## src/rtl/wave_monitor_if.sv

```systemverilog
// Sample stream into the waveform monitor and the measurement results coming back.
// The generator side is the master; the monitor itself is the slave.
interface wave_monitor_if;
  logic        sample_valid;
  logic [7:0]  sample_in;
  logic        rising;
  logic        peak_pulse;
  logic        trough_pulse;
  logic [7:0]  peak_val;
  logic [7:0]  trough_val;
  logic [7:0]  min_val;
  logic [7:0]  max_val;
  logic [15:0] period;
  logic        period_valid;
  logic        period_sat;

  modport master (
    output sample_valid, sample_in,
    input  rising, peak_pulse, trough_pulse, peak_val, trough_val,
           min_val, max_val, period, period_valid, period_sat
  );

  modport slave (
    input  sample_valid, sample_in,
    output rising, peak_pulse, trough_pulse, peak_val, trough_val,
           min_val, max_val, period, period_valid, period_sat
  );
endinterface

```

## src/rtl/wave_monitor.sv

```systemverilog
// Tracks a sampled waveform: peak/trough detection with reversal hysteresis,
// running min/max, and the accepted-sample period between successive peaks.
module wave_monitor #(
  parameter int unsigned HYST = 2
) (
  input  logic           clk,
  input  logic           rst,
  input  logic           clear,
  wave_monitor_if.slave  mon
);

  typedef enum logic [1:0] {IDLE, RISING, FALLING} state_t;

  state_t      state_q;
  logic [7:0]  ext_q;
  logic [15:0] cnt_q;
  logic [15:0] cnt_d;
  logic [7:0]  peak_val_q, trough_val_q, min_val_q, max_val_q;
  logic [15:0] period_q;
  logic        rising_q, peak_pulse_q, trough_pulse_q, period_valid_q, period_sat_q;
  logic        seen_peak_q;

  logic        accept;
  logic [8:0]  up_diff, down_diff;
  logic        peak_hit, trough_hit, sat_hit;

  // Differences are taken at 9 bits and only used when the sign is known positive.
  always_comb begin
    accept     = mon.sample_valid;
    up_diff    = {1'b0, mon.sample_in} - {1'b0, ext_q};
    down_diff  = {1'b0, ext_q} - {1'b0, mon.sample_in};
    peak_hit   = accept && (state_q == RISING) && (mon.sample_in < ext_q)
                 && (down_diff > 9'(HYST));
    trough_hit = accept && (state_q == FALLING) && (mon.sample_in > ext_q)
                 && (up_diff > 9'(HYST));
    cnt_d      = (cnt_q == 16'hFFFF) ? cnt_q : cnt_q + 16'd1;
    sat_hit    = accept && !peak_hit && (cnt_q == 16'hFFFF);
  end

  always_ff @(posedge clk or posedge rst) begin
    if (rst) begin
      state_q        <= IDLE;
      ext_q          <= 8'd0;
      cnt_q          <= 16'd0;
      peak_val_q     <= 8'd0;
      trough_val_q   <= 8'd0;
      min_val_q      <= 8'hFF;
      max_val_q      <= 8'd0;
      period_q       <= 16'd0;
      rising_q       <= 1'b1;
      peak_pulse_q   <= 1'b0;
      trough_pulse_q <= 1'b0;
      period_valid_q <= 1'b0;
      period_sat_q   <= 1'b0;
      seen_peak_q    <= 1'b0;
    end else if (clear) begin
      state_q        <= IDLE;
      ext_q          <= 8'd0;
      cnt_q          <= 16'd0;
      peak_val_q     <= 8'd0;
      trough_val_q   <= 8'd0;
      min_val_q      <= 8'hFF;
      max_val_q      <= 8'd0;
      period_q       <= 16'd0;
      rising_q       <= 1'b1;
      peak_pulse_q   <= 1'b0;
      trough_pulse_q <= 1'b0;
      period_valid_q <= 1'b0;
      period_sat_q   <= 1'b0;
      seen_peak_q    <= 1'b0;
    end else begin
      peak_pulse_q   <= 1'b0;
      trough_pulse_q <= 1'b0;
      period_valid_q <= 1'b0;
      if (accept) begin
        if (mon.sample_in < min_val_q) min_val_q <= mon.sample_in;
        if (mon.sample_in > max_val_q) max_val_q <= mon.sample_in;
        cnt_q <= peak_hit ? 16'd1 : cnt_d;
        if (sat_hit) period_sat_q <= 1'b1;
        case (state_q)
          IDLE: begin
            ext_q    <= mon.sample_in;
            state_q  <= RISING;
            rising_q <= 1'b1;
          end
          RISING: begin
            if (mon.sample_in >= ext_q) begin
              ext_q <= mon.sample_in;
            end else if (peak_hit) begin
              peak_val_q   <= ext_q;
              peak_pulse_q <= 1'b1;
              ext_q        <= mon.sample_in;
              state_q      <= FALLING;
              rising_q     <= 1'b0;
              seen_peak_q  <= 1'b1;
              // The very first peak only starts the period measurement.
              if (seen_peak_q) begin
                period_q       <= cnt_q;
                period_valid_q <= 1'b1;
              end
            end
          end
          FALLING: begin
            if (mon.sample_in <= ext_q) begin
              ext_q <= mon.sample_in;
            end else if (trough_hit) begin
              trough_val_q   <= ext_q;
              trough_pulse_q <= 1'b1;
              ext_q          <= mon.sample_in;
              state_q        <= RISING;
              rising_q       <= 1'b1;
            end
          end
          default: begin
            state_q  <= IDLE;
            rising_q <= 1'b1;
          end
        endcase
      end
    end
  end

  assign mon.rising       = rising_q;
  assign mon.peak_pulse   = peak_pulse_q;
  assign mon.trough_pulse = trough_pulse_q;
  assign mon.peak_val     = peak_val_q;
  assign mon.trough_val   = trough_val_q;
  assign mon.min_val      = min_val_q;
  assign mon.max_val      = max_val_q;
  assign mon.period       = period_q;
  assign mon.period_valid = period_valid_q;
  assign mon.period_sat   = period_sat_q;

endmodule

```

## src/flat_wrapper.sv

```systemverilog
// flat-port wrapper written by rule: the top's interface ports become plain ports
module wave_monitor_flat 
#(
  parameter int unsigned HYST = 2
)
  (clk, rst, clear, mon_sample_valid, mon_sample_in, mon_rising, mon_peak_pulse, mon_trough_pulse, mon_peak_val, mon_trough_val, mon_min_val, mon_max_val, mon_period, mon_period_valid, mon_period_sat);
  wave_monitor_if mon_i ();
  input  logic clk;
  input  logic rst;
  input  logic clear;
  input wire logic [$bits(mon_i.sample_valid)-1:0] mon_sample_valid;
  input wire logic [$bits(mon_i.sample_in)-1:0] mon_sample_in;
  output wire logic [$bits(mon_i.rising)-1:0] mon_rising;
  output wire logic [$bits(mon_i.peak_pulse)-1:0] mon_peak_pulse;
  output wire logic [$bits(mon_i.trough_pulse)-1:0] mon_trough_pulse;
  output wire logic [$bits(mon_i.peak_val)-1:0] mon_peak_val;
  output wire logic [$bits(mon_i.trough_val)-1:0] mon_trough_val;
  output wire logic [$bits(mon_i.min_val)-1:0] mon_min_val;
  output wire logic [$bits(mon_i.max_val)-1:0] mon_max_val;
  output wire logic [$bits(mon_i.period)-1:0] mon_period;
  output wire logic [$bits(mon_i.period_valid)-1:0] mon_period_valid;
  output wire logic [$bits(mon_i.period_sat)-1:0] mon_period_sat;
  assign mon_i.sample_valid = mon_sample_valid;
  assign mon_i.sample_in = mon_sample_in;
  assign mon_rising = mon_i.rising;
  assign mon_peak_pulse = mon_i.peak_pulse;
  assign mon_trough_pulse = mon_i.trough_pulse;
  assign mon_peak_val = mon_i.peak_val;
  assign mon_trough_val = mon_i.trough_val;
  assign mon_min_val = mon_i.min_val;
  assign mon_max_val = mon_i.max_val;
  assign mon_period = mon_i.period;
  assign mon_period_valid = mon_i.period_valid;
  assign mon_period_sat = mon_i.period_sat;
  wave_monitor #(.HYST(HYST)) u_core (.clk(clk), .rst(rst), .clear(clear), .mon(mon_i));
endmodule
```

## config.mk

```make
export PLATFORM = sky130hd
export DESIGN_NAME = wave_monitor_flat
export DESIGN_NICKNAME = d
export VERILOG_FILES = /design/src/rtl/wave_monitor_if.sv /design/src/rtl/wave_monitor.sv /design/src/flat_wrapper.sv
export SDC_FILE = /design/constraint.sdc
export NUM_CORES = 1
export LEC_CHECK = 0
export ABC_AREA = 1
export CAP_MARGIN = 15
export CORE_MARGIN = 1
export CORE_UTILIZATION = 50
export CTS_BUF_LIST = sky130_fd_sc_hd__clkbuf_4 sky130_fd_sc_hd__clkbuf_8
export CTS_CLUSTER_DIAMETER = 60
export DETAILED_ROUTE_END_ITERATION = 7
export GPL_TIMING_DRIVEN = 0
export PLACE_DENSITY = 0.75
export REMOVE_ABC_BUFFERS = 1
export SLEW_MARGIN = 20
export SYNTH_ARGS = -nofsm -noshare
export SYNTH_HDL_FRONTEND = slang
export SYNTH_SLANG_ARGS = --single-unit
```

## constraint.sdc

```tcl
create_clock -name clk -period 3.1 [get_ports clk]
set_input_delay 0.465 -clock clk [delete_from_list [all_inputs] [get_ports clk]]
set_output_delay 0.465 -clock clk [all_outputs]
set_load 0.02 [all_outputs]
```

* Word level (Yosys, flattened, before mapping)
Index checks and enable logic that the tools add are counted.
** Operators by class
- Muxes and demuxes :: 71
- Reduce and logical (&&, ||, !) cells :: 29
- Eq/ne operators :: 12
- $lt $le $gt $ge :: 8
- Add/subtract/negate cells :: 3
** Operators by type and width (count)
- two-way mux 8 bit :: 22
- two-way mux 16 bit :: 10
- two-way mux 1 bit :: 30
- case mux 8 bit (3 select lines) :: 1
- greater-than comparator 9 x 2 -> 1 bit (second input constant) :: 2
- nonzero test 2 bit :: 9
- subtractor 8 x 8 -> 9 bit :: 2
- adder 16 x 1 -> 16 bit (second input constant) :: 1
- == test 16 bit (second input constant) :: 1
- greater-than comparator 8 bit :: 2
- < comparator 8 bit :: 2
- two-way mux 2 bit :: 6
- AND reduction 4 bit :: 3
- AND reduction 5 bit :: 2
- != test 3 x 2 -> 1 bit (second input constant) :: 3
- greater-or-equal comparator 8 bit :: 1
- less-or-equal comparator 8 bit :: 1
- logical AND 1 bit :: 8
- != test 4 x 3 -> 1 bit (second input constant) :: 2
- AND reduction 2 bit :: 4
- != test 3 bit (second input constant) :: 2
- case mux 2 bit (3 select lines) :: 1
- != test 2 bit (second input constant) :: 2
- nonzero test 4 bit :: 1
- 5 further kinds :: 5
** Storage, ports and cells
- Register bits :: 80
- Output and inout port bits :: 53
- Bits of input ports :: 12
- Logic and storage cells :: 137

* Depth between registers and ports, before layout
- Depth after elaboration :: 10
- Mapped depth :: 20
- Depth with buffers taken out :: 18

* Least setup slack after synthesis
No wires, ideal clock.
- Path kind :: input port to flip-flop
- Start point :: input mon_sample_in[4]
- End point :: register u_core.cnt_q[10]
- Buffers on the path :: 2
- Required time :: 2984 ps
- Arrival :: 2218 ps
- Cell stages on the path :: 16
- Setup time :: 116 ps
- Slack :: 766 ps
- Path through :: inv_1 ha_1 a21oi_2 nor2_1 nor2_1 nand2_1 nand2_1 nand2_1 nor2_1 nand2_1 buf_6 a21oi_4 inv_2 buf_6 nand2_1 nand2_1
** On the way
- Word-level cells in the longest chain between the ends :: 6
- Elaborated cells on any way between the ends :: 10
** Ends and longest elaborated chain
- from (decl) :: line flat_wrapper.sv:12 : input wire logic [$bits(mon_i.sample_in)-1:0] mon_sample_in;
- subtractor 8 x 8 -> 9 bit or < comparator 8 bit (tied branches) :: line wave_monitor.sv:31, wave_monitor.sv:32
- greater-than comparator 9 x 2 -> 1 bit or logical AND 1 bit (tied branches) :: line wave_monitor.sv:33, wave_monitor.sv:32
- logical AND 1 bit * :: line wave_monitor.sv:33 : && (down_diff > 9'(HYST));
- two-way mux 16 bit :: line wave_monitor.sv:78 : cnt_q <= peak_hit ? 16'd1 : cnt_d;
- two-way mux 16 bit :: line wave_monitor.sv:75 : if (accept) begin
- two-way mux 16 bit :: line wave_monitor.sv:56 : end else if (clear) begin
- to (signal assigned) :: line wave_monitor.sv:78
- to (decl) :: line wave_monitor.sv:16 : logic [15:0] cnt_q;
Mark *: on every way between the ends. The rest lies on a longest branch, timed or not. The select of a mux whose other input is x is not followed.
A chain may end at the register's enable or synchronous reset.

* Worst setup path after layout
- Start point :: input mon_sample_in[0]
- End point :: register u_core.period_q[15] (netlist: u_core.mon.period[15])
** On the way
- Word-level cells in the longest chain between the ends :: 5
- Elaborated cells on any way between the ends :: 9
** Ends and longest elaborated chain
- subtractor 8 x 8 -> 9 bit or < comparator 8 bit (tied branches) :: line wave_monitor.sv:31, wave_monitor.sv:32
- greater-than comparator 9 x 2 -> 1 bit or logical AND 1 bit (tied branches) :: line wave_monitor.sv:33, wave_monitor.sv:32
- logical AND 1 bit :: line wave_monitor.sv:33
- nonzero test 2 bit (no line)
- AND reduction 5 bit (no line) *
- to (signal assigned) :: line wave_monitor.sv:98 : period_q <= cnt_q;
- to (decl) :: line wave_monitor.sv:19 : logic [15:0] period_q;
Mark *: on every way between the ends. The rest lies on a longest branch, timed or not.

==> metrics <==
status completed; cell area after layout 5930 um^2; DRT iter0 DRCs 291; final setup vio count 0; actual slew at the worst max-slew pin 0.816 ns; cells along the critical path clkdlybuf4s50_1 -> ha_1 -> fa_1 -> inv_1 -> nand2_1 -> nand2_1 -> nand2_1 -> nand2_1 -> nand2_1 -> nor2_1 -> nand3_1 -> nand2_4 -> inv_4 -> nand2_4 -> nor2_4 -> buf_12 -> nand2_1 -> nand2_1; CTS clk-pin slew, worst paths 0.10 ns; Tot GR Track Use 25.7%; CTS Sinks 80; Final period util 92.6%; max cap viols 0; NetSw 939 uW; unrepaired setup endpoints after global routing no; peak supply drop 0.269 mV; Routed WL 12100 um; Filler cells 829; Final min period 2.87 ns; post-layout util 63.3%; Flop pwr share 42.1%; Boundary Pins 65; first-pass GRT wire length 20500 um; Placed Instances 828; clk_lat worst skew 0.36 ns; Top delay family on crit path simple AND/OR/NAND/NOR gates; worst r2r path cells 18; Setup crit end kind register; critical path class input port to register; GPL Wtd Cong 0.897; Final Worst Setup Slack 0.228 ns; fin nets 758; final hold violations 0; Seq cells post-synth 80; R2R Setup Slk 0.33 ns; Worst Hold Class input port to asynchronous set/reset pin; Area contributors post-synth dfrtp_1 36%, nand2_1 16%, ha_1 8.2%, inv_1 6.1%, nand3_1 5.7%; Setup Skew 0.0150 ns; Layout Cells excl Fill 846; Die W 101 um; Yosys cell types 36; DP Wirelength 8940 um; antenna violations before repair 0; Clock power frac 32.3%; total number of vias 4456; post-synth top area share 36.3%; pwr dens 469 nW/um^2; Comb pwr share 25.6%; DRC Markers 0; Yosys warnings 0; Std-Cell Core Area 9370 um^2; reg2reg end u_core.mon.period[15]; Bufs and invs on worst path 4; Lkg Pwr 0.00297 uW; max incr delay on CP 0.47 ns; wire per inst 14.3 um; Port Buf Inserts 64; worst-path maximum fanout 17; switch share 33.8%; via/cell ratio 5.27; share of layout cells above drive strength 1 7.67%; clk root buf clkbuf_8; Pint 1840 uW; FMAX 348 MHz; pre-CTS setup slack -0.857 ns; Relative slew margins 45.4%; Post-Synthesis Cells 651; largest net degree at the start of global routing 61; r2r startpoint u_core.ext_q[0]; die height 101 um; Placement Cell Area 5620 um^2; Synth area leader dfrtp_1; critical path's slowest cell clkdlybuf4s50_1; Worst EP required 3.36 ns; CTS buffer count 9; critical path startpoint category input port; Syn Area/Cell 7.52 um^2; most frequent CP cell nand2_1; DRT antenna net count 0; Syn Std Cell Area 4900 um^2; Max Transition Viols Final 0; Critical Path AT 3.13 ns; Ant. Diodes 0; number of global-route vias before repair 4194; die area 10200 um^2; htree depth 3; initial core utilization 52.2%; gr ovfl total 0; Layout area overhead 21.1%; DRT Pass-1 Iters 5; row count 35; Levels on crit path 18; Max clock buf depth 2; CTS tree yes; sequential fraction of the synthesis area 41.1%
==> worst max-delay path by stage <==
stage,start,to
4_1_cts,mon_sample_in[1],u_core.mon.period[15]
6_report,mon_sample_in[0],u_core.mon.period[15]
3_5_place_dp,mon_sample_in[2],u_core.mon.period[15]
3_3_place_gp,mon_sample_in[4],u_core.mon.period[15]
5_1_grt,mon_sample_in[0],u_core.mon.period[15]
2_1_floorplan,mon_sample_in[4],u_core.mon.period[0]
==> power by group through the flow <==
stage,clock (uW),combinational (uW),sequential [uW]
after floorplan,0,427,1220
after global placement,0,678,1190
after detailed placement,0,697,1190
after CTS,917,707,1170
after global routing,959,804,1180
final,898,712,1170
==> metrics by stage <==
stage	power (uW)	hold slack [ns]	TNS, ns
floorplan	1650	0.467	0
detailed placement	1890	0.481	-32.38
CTS	2790	0.383	0
global route	2940	0.414	0
global placement	1870	0.471	-77.02
finish	2780	0.391	0
==> routing by layer <==
layer | wire length [um] | vias to the layer above | track usage [%]
li1 | - | 2221 | -
met1 | 5530 | 2099 | 35.6
met2 | 5760 | 120 | 41.3
met3 | 562 | 16 | 4.02
met4 | 257 | 0 | 8.25
met5 | 0 | - | 0
==> layout make-up <==
type | instances | area, um^2 | share of cell area (%)
Tap cell | 129 | 161 | 2.72
Sequential cell | 80 | 2010 | 33.9
Inverter | 82 | 313 | 5.27
Clock inverter | 7 | 106 | 1.79
Timing Repair Buffer | 67 | 704 | 11.9
Clock buffer | 9 | 124 | 2.09
Multi-Input combinational cell | 472 | 2510 | 42.3
==> kinds of logic (layout without fill, tap and decap cells) <==
logic type	count (synthesis)	in the layout	share of synthesized area, %
AO/OA/AOI/OAI	68	68	7.79
AND/OR/NAND/NOR	356	356	31.3
XOR/XNOR	14	14	2.50
buffers and inverters	99	165	8.33
adder cells (fa/ha/maj)	34	34	9.00
flip-flops	80	80	41.1
==> synth_stat cells <==
cell type	count
a21oi_1	14
a21oi_2	2
a21oi_4	1
a31oi_1	2
buf_1	3
buf_2	2
buf_4	3
buf_6	3
clkbuf_1	6
dfrtp_1	71
dfstp_2	9
fa_1	2
ha_1	32
inv_1	79
inv_2	3
nand2_1	209
nand2_2	4
nand3_1	56
nand3_2	3
nand4_1	20
nor2_1	46
nor2_2	3
nor2_4	1
nor3_1	12
nor3_2	1
nor4_2	1
o211ai_1	1
o21a_1	2
o21ai_0	36
o21ai_1	6
o21ai_2	1
o21bai_1	1
o221ai_1	1
o31ai_1	1
xnor2_1	3
xor2_1	11
==> worst register-to-register path: cells and delay by family (launching register included) <==
kind | cells | cell delay [ns]
AND/OR/NAND/NOR | 12 | 1.14
flip-flops | 1 | 0.39
buffers and inverters | 4 | 0.49
adder cells (fa/ha/maj) | 2 | 0.63
==> cell usage in the layout, fill, tap and decap left out, types with 9 or more instances in the layout <==
cell type	instances
dfrtp_1	71
nor3_1	12
inv_1	78
xor2_1	11
a21oi_1	14
nand4_1	20
o21ai_0	36
clkbuf_8	9
clkdlybuf4s50_1	56
nor2_1	46
ha_1	29
dfstp_2	9
nand2_1	208
nand3_1	56
==> state kept, by name, summed over array words and instances (netlist names) <==
register	count
u_core.mon.period_valid	1
u_core.mon.period_sat	1
u_core.mon.trough_val	8
u_core.mon.peak_val	8
u_core.mon.peak_pulse	1
u_core.mon.max_val	8
u_core.mon.min_val	8
u_core.mon.period	16
u_core.seen_peak_q	1
u_core.mon.rising	1
u_core.ext_q	8
u_core.state_q	2
u_core.cnt_q	16
u_core.mon.trough_pulse	1
==> what timing repair did <==
action,in CTS,in global routing
hold buffers,0,0
setup buffers,2,0
gates resized for setup,5,10
pin swaps,2,0
endpoints found under the setup margin,50,50
Power figures use the tool's default switching activity.
